`src/rtl/alu_mc.sv`:
```
// rtl/alu_mc.sv - multi-cycle ALU: single-cycle add/sub/logic, iterative shift-add MUL/UMULL/SMULL
module alu_mc #(
  parameter int WIDTH          = 32,
  parameter int BITS_PER_CYCLE = 1
) (
  input  logic             clk,
  input  logic             reset,
  input  logic             start,
  input  logic [WIDTH-1:0] a,
  input  logic [WIDTH-1:0] b,
  input  logic [2:0]       ALUControl,
  output logic             busy,
  output logic             done,
  output logic [WIDTH-1:0] Result,
  output logic [WIDTH-1:0] Result2,
  output logic [3:0]       ALUFlags
);

  localparam int N   = WIDTH / BITS_PER_CYCLE;
  localparam int CW  = $clog2(N + 1);
  localparam int PW  = 2 * WIDTH;
  localparam int MSB = WIDTH - 1;

  localparam logic [2:0] OP_SUB   = 3'b001;
  localparam logic [2:0] OP_AND   = 3'b010;
  localparam logic [2:0] OP_ORR   = 3'b011;
  localparam logic [2:0] OP_EOR   = 3'b100;
  localparam logic [2:0] OP_MUL   = 3'b101;
  localparam logic [2:0] OP_SMULL = 3'b111;

  typedef enum logic [1:0] {S_IDLE, S_MUL, S_FIX} state_t;

  state_t            state, state_next;
  logic [PW-1:0]     acc;
  logic [PW-1:0]     mcand;
  logic [WIDTH-1:0]  mplier;
  logic [CW-1:0]     iter;
  logic [2:0]        op;
  logic              neg;

  logic              accept;
  logic              is_mul;
  logic              last_iter;

  assign accept    = start && (state == S_IDLE);
  assign is_mul    = ALUControl[2] & (ALUControl[1] | ALUControl[0]);
  assign last_iter = (iter == CW'(N - 1));

  always_comb begin
    state_next = state;
    busy       = 1'b0;
    case (state)
      S_IDLE: begin
        if (accept && is_mul) state_next = S_MUL;
      end
      S_MUL: begin
        busy = 1'b1;
        if (last_iter) state_next = S_FIX;
      end
      S_FIX: begin
        busy       = 1'b1;
        state_next = S_IDLE;
      end
      default: state_next = S_IDLE;
    endcase
  end

  // SUB reuses the adder as a + ~b + 1 so C means "no borrow"
  logic             is_sub;
  logic [WIDTH-1:0] b_eff;
  logic [WIDTH:0]   sum;
  logic [WIDTH-1:0] alu_res;
  logic             alu_c;
  logic             alu_v;

  assign is_sub = (ALUControl == OP_SUB);
  assign b_eff  = is_sub ? ~b : b;
  assign sum    = {1'b0, a} + {1'b0, b_eff} + {{WIDTH{1'b0}}, is_sub};

  always_comb begin
    alu_res = sum[WIDTH-1:0];
    alu_c   = 1'b0;
    alu_v   = 1'b0;
    case (ALUControl)
      OP_AND:  alu_res = a & b;
      OP_ORR:  alu_res = a | b;
      OP_EOR:  alu_res = a ^ b;
      default: begin
        alu_c = sum[WIDTH];
        alu_v = (a[MSB] == b_eff[MSB]) && (sum[MSB] != a[MSB]);
      end
    endcase
  end

  // SMULL multiplies magnitudes; |-2^(W-1)| is representable as unsigned W bits
  logic             is_smull;
  logic [WIDTH-1:0] a_mag;
  logic [WIDTH-1:0] b_mag;

  assign is_smull = (ALUControl == OP_SMULL);
  assign a_mag    = (is_smull && a[MSB]) ? -a : a;
  assign b_mag    = (is_smull && b[MSB]) ? -b : b;

  logic [PW-1:0] partial;
  logic [PW-1:0] prod;

  always_comb begin
    partial = '0;
    for (int j = 0; j < BITS_PER_CYCLE; j++) begin
      if (mplier[j]) partial = partial + (mcand << j);
    end
  end

  assign prod = neg ? -acc : acc;

  always_ff @(posedge clk) begin
    if (reset) state <= S_IDLE;
    else        state <= state_next;
  end

  always_ff @(posedge clk) begin
    if (reset) begin
      done     <= 1'b0;
      Result   <= '0;
      Result2  <= '0;
      ALUFlags <= '0;
      acc      <= '0;
      mcand    <= '0;
      mplier   <= '0;
      iter     <= '0;
      op       <= '0;
      neg      <= 1'b0;
    end else begin
      done <= 1'b0;
      case (state)
        S_IDLE: begin
          if (accept) begin
            if (is_mul) begin
              op     <= ALUControl;
              acc    <= '0;
              mcand  <= {{WIDTH{1'b0}}, a_mag};
              mplier <= b_mag;
              iter   <= '0;
              neg    <= is_smull && (a[MSB] ^ b[MSB]);
            end else begin
              Result   <= alu_res;
              Result2  <= '0;
              ALUFlags <= {alu_res[MSB], (alu_res == '0), alu_c, alu_v};
              done     <= 1'b1;
            end
          end
        end
        S_MUL: begin
          acc    <= acc + partial;
          mcand  <= mcand << BITS_PER_CYCLE;
          mplier <= mplier >> BITS_PER_CYCLE;
          iter   <= iter + CW'(1);
        end
        S_FIX: begin
          done <= 1'b1;
          if (op == OP_MUL) begin
            Result   <= prod[WIDTH-1:0];
            Result2  <= '0;
            ALUFlags <= {prod[MSB], (prod[WIDTH-1:0] == '0), 2'b00};
          end else begin
            Result   <= prod[WIDTH-1:0];
            Result2  <= prod[PW-1:WIDTH];
            ALUFlags <= {prod[PW-1], (prod == '0), 2'b00};
          end
        end
        default: ;
      endcase
    end
  end

endmodule

```
`config.mk`:
```
export PLATFORM = sky130hd
export DESIGN_NAME = alu_mc
export DESIGN_NICKNAME = d
export VERILOG_FILES = /design/src/rtl/alu_mc.sv
export SDC_FILE = /design/constraint.sdc
export NUM_CORES = 1
export LEC_CHECK = 0
export ABC_AREA = 1
export ABC_CLOCK_PERIOD_IN_PS = 3900
export BUFFER_PORTS_ARGS = -buffer_cell sky130_fd_sc_hd__buf_2
export CELL_PAD_IN_SITES_DETAIL_PLACEMENT = 1
export CELL_PAD_IN_SITES_GLOBAL_PLACEMENT = 2
export CORE_ASPECT_RATIO = 0.7
export CORE_MARGIN = 4
export CORE_UTILIZATION = 30
export CTS_CLUSTER_DIAMETER = 80
export CTS_CLUSTER_SIZE = 8
export DETAILED_ROUTE_END_ITERATION = 7
export PLACE_DENSITY_LB_ADDON = 0.1
export SLEW_MARGIN = 20
export SYNTH_ARGS = -nofsm -noshare
export SYNTH_HDL_FRONTEND = slang
export SYNTH_SLANG_ARGS = --single-unit
```
`constraint.sdc`:
```
create_clock -name clk -period 3.9 [get_ports clk]
set_clock_uncertainty 0.1 [all_clocks]
set_input_delay 0.78 -clock clk [delete_from_list [all_inputs] [get_ports clk]]
set_output_delay 0.78 -clock clk [all_outputs]
set_load 0.005 [all_outputs]
```
==> results.toml <==
[yosys]
yosys_warnings = 0
synth_compound_area_share_pct = 20.9
synth_top_area_share_pct = 21.7
synthFlopType = "dfxtp_1"
synth_xor_area_share_pct = 3.71
ys_ff_latch = 241
syn-instance-count = 3746
synth_cell_type_count = 56
synth_top_family_by_area = "simple AND/OR/NAND/NOR gates"
synth_area_leaders = "dfxtp_1 22%, nand2_1 18%, a21oi_1 9.8%"
synthesis.nets = 3985
yosysSeqAreaShare_pct = 21.7
synth_mux_area_share_pct = 0
synthSimpleGateAreaFrac_pct = 33.8
synth_top_area_cell = "dfxtp_1"
synth_edf_count = 0
synthArstFlopShare_pct = 0
yosysMostFrequentCell = "nand2_1"
synth_area_um2 = 22200
synthAdderAreaFrac_pct = 9.60
synth_top_cells_by_count = "1082 x nand2_1, 447 x inv_1, 436 x a21oi_1"
avgSynthCellArea_um2 = 5.92

[worst_hold_path]
hold_path.class = "flop to flop"

[finish]
regArea_um2 = 4830
final_cells = 4890
fill_cells = 9803
nets = 4146
multi_input_area_um2 = 15100
fin_area_um2 = 25500
syn2layout_area_growth_pct = 14.9
diodes = 0
fin_util_pct = 34.8
drive_gt1_share_pct = 9.12

[place]
gp_congestion = 0.939
placed_area_um2 = 24500
dpl.hpwl_um = 86900
port_buffers = 139
post-place-ws_ns = -0.0450
dp_cells = 4845

[pwr]
leakagePower_nw = 12.5
peakVddDrop_mv = 0.214
power_frac_seq_pct = 35.1
swShare_pct = 35.3
p_switching_mw = 2.64
combPwrFrac_pct = 24.9
internal-power_mw = 4.85
pwr-share-clk_pct = 40.0
power.density_nw_per_um2 = 294

[sta]
finalHoldViolCount = 0
setup_ws_ns = 0.410
fin_crit_sh_pct = 89.5
rsz0062_at_grt = "false"
setup_violations = 0
slew_headroom_pct = 32.4
max_clock_freq_mhz = 287
slew_violations = 0
period_needed_ns = 3.49
whs_ns = 0.359
worst_pin_slew_ns = 1.01

[global_route]
antenna_found_initial = 0
first_global_vias = 24300
grt_pass1_wl_um = 158000
track_usage_pct = 26.2
grt_overflow_total = 0
grt_max_degree = 109

[drt]
drt-total-wl_um = 106000
via_count = 25200
firstDrtPassIters = 5
route.detailed.drc = 0
avgRoutedWirePerCell_um = 21.7
drtIter0Drc = 1973
ant_nets = 0
viasPerCell = 5.15

[floorplanning]
fp.dieW_um = 333
start_util_pct = 30.3
rows = 83
coreArea_um2 = 73300
die_y_um = 236
top_level_ports = 140
die_area_um2 = 78500

[clock_tree]
worstSkewPairLatency_ns = 0.57
cts_hold_buffers = 0
path_clk_slew_ns = 0.06
cts.sinks = 241
cts_resized = 0
htree_levels = 2
root_buffer = "clkbuf_16"
ctsLongestPathBuffers = 3
cts_setup_buffers = 0
cts_buffers = 37
tritoncts = "yes"

[critical_path]
start_kind = "primary input"
path_max_fanout = 18
cp.arrival_ns = 3.84
worstPathRequired_ns = 4.25
critical_path_class = "primary input to flop"
worst_setup_path_end_kind = "flop"

[flow_run]
drv_cap = 0

[status]
outcome = "complete, no violations"
cells in the final DEF (no fill, tap or decap), drive strengths merged, types with 21 or more instances in the layout:
| cell type | n |
|---|---|
| a21oi | 437 |
| a221oi | 24 |
| a31oi | 36 |
| buf | 246 |
| clkbuf | 42 |
| dfxtp | 241 |
| ha | 167 |
| inv | 459 |
| nand2 | 1088 |
| nand3 | 193 |
| nand4 | 30 |
| nor2 | 431 |
| nor3 | 45 |
| o211ai | 45 |
| o21ai | 202 |
| o21bai | 21 |
| xor2 | 84 |
final cells by class:
class,instances,share of cell area (%)
Inverter,458,6.76
Multi-Input combinational cell,2922,59.2
Clock buffer,41,3.73
Clock inverter,4,0.128
Sequential cell,241,18.9
Tap cell,977,4.79
Timing Repair Buffer,247,6.43
critical path: stages:
cell and delay, ns:
buf_2 0.10, inv_1 0.08, nand3_2 0.11, buf_12 0.17, buf_12 0.17, xor2_1 0.16, ha_1 0.32, nand2_1 0.16
nor3_1 0.49, buf_4 0.21, nand4_1 0.13, nand2_1 0.10, nand2_1 0.05, nand3_1 0.06, nand2_1 0.19, buf_4 0.22
a221oi_1 0.24, nor2_1 0.06
sequential cells by signal, indices dropped and copies added, names as in the netlist, 3 cells and up:
register,cells
acc,64
mcand,64
Result2,32
Result,32
mplier,32
iter,6
ALUFlags,4
op,3
routing by layer:
layer	wire length, um	up-vias	global-route usage (%)
li1	-	12600	-
met1	59100	12000	43.4
met2	37900	580	33.7
met3	7750	77	5.47
met4	1500	0	4.20
met5	0	-	0
final timing paths:
| path | from | endpoint | slack [ns] | cells after the start |
|---|---|---|---|---|
| worst min-delay path | Result2[11] | Result2[11] | 0.36 | 2 |
| worst min register to register | Result2[11] | Result2[11] | 0.36 | 2 |
| worst max register to register | mplier[0] | acc[58] | 0.44 | 16 |
| worst max-delay path | ALUControl[1] | Result[26] | 0.41 | 18 |
stage by stage:
step,setup TNS [ns],total power [mW]
floorplan,0,3.70
global placement,-0.205,4.50
detailed placement,-0.0743,4.52
CTS,0,7.58
global route,0,7.87
finish,0,7.49
cell families after synthesis:
logic type                 Yosys count
DFF                                241
xor gates and xnor gates            94
adders and majority gates          169
AOI/OAI and AO/OA                  823
and+or+nand+nor                   1836
buffers and inverters              583
power groups by stage:
stage	registers, mW	clock network (mW)	logic (mW)
detailed placement	2.68	0	1.84
CTS	2.62	3.11	1.85
floorplan	2.64	0	1.07
finish	2.63	2.99	1.87
global placement	2.68	0	1.83
global route	2.63	3.18	2.06
Power figures use the tool's default switching activity.
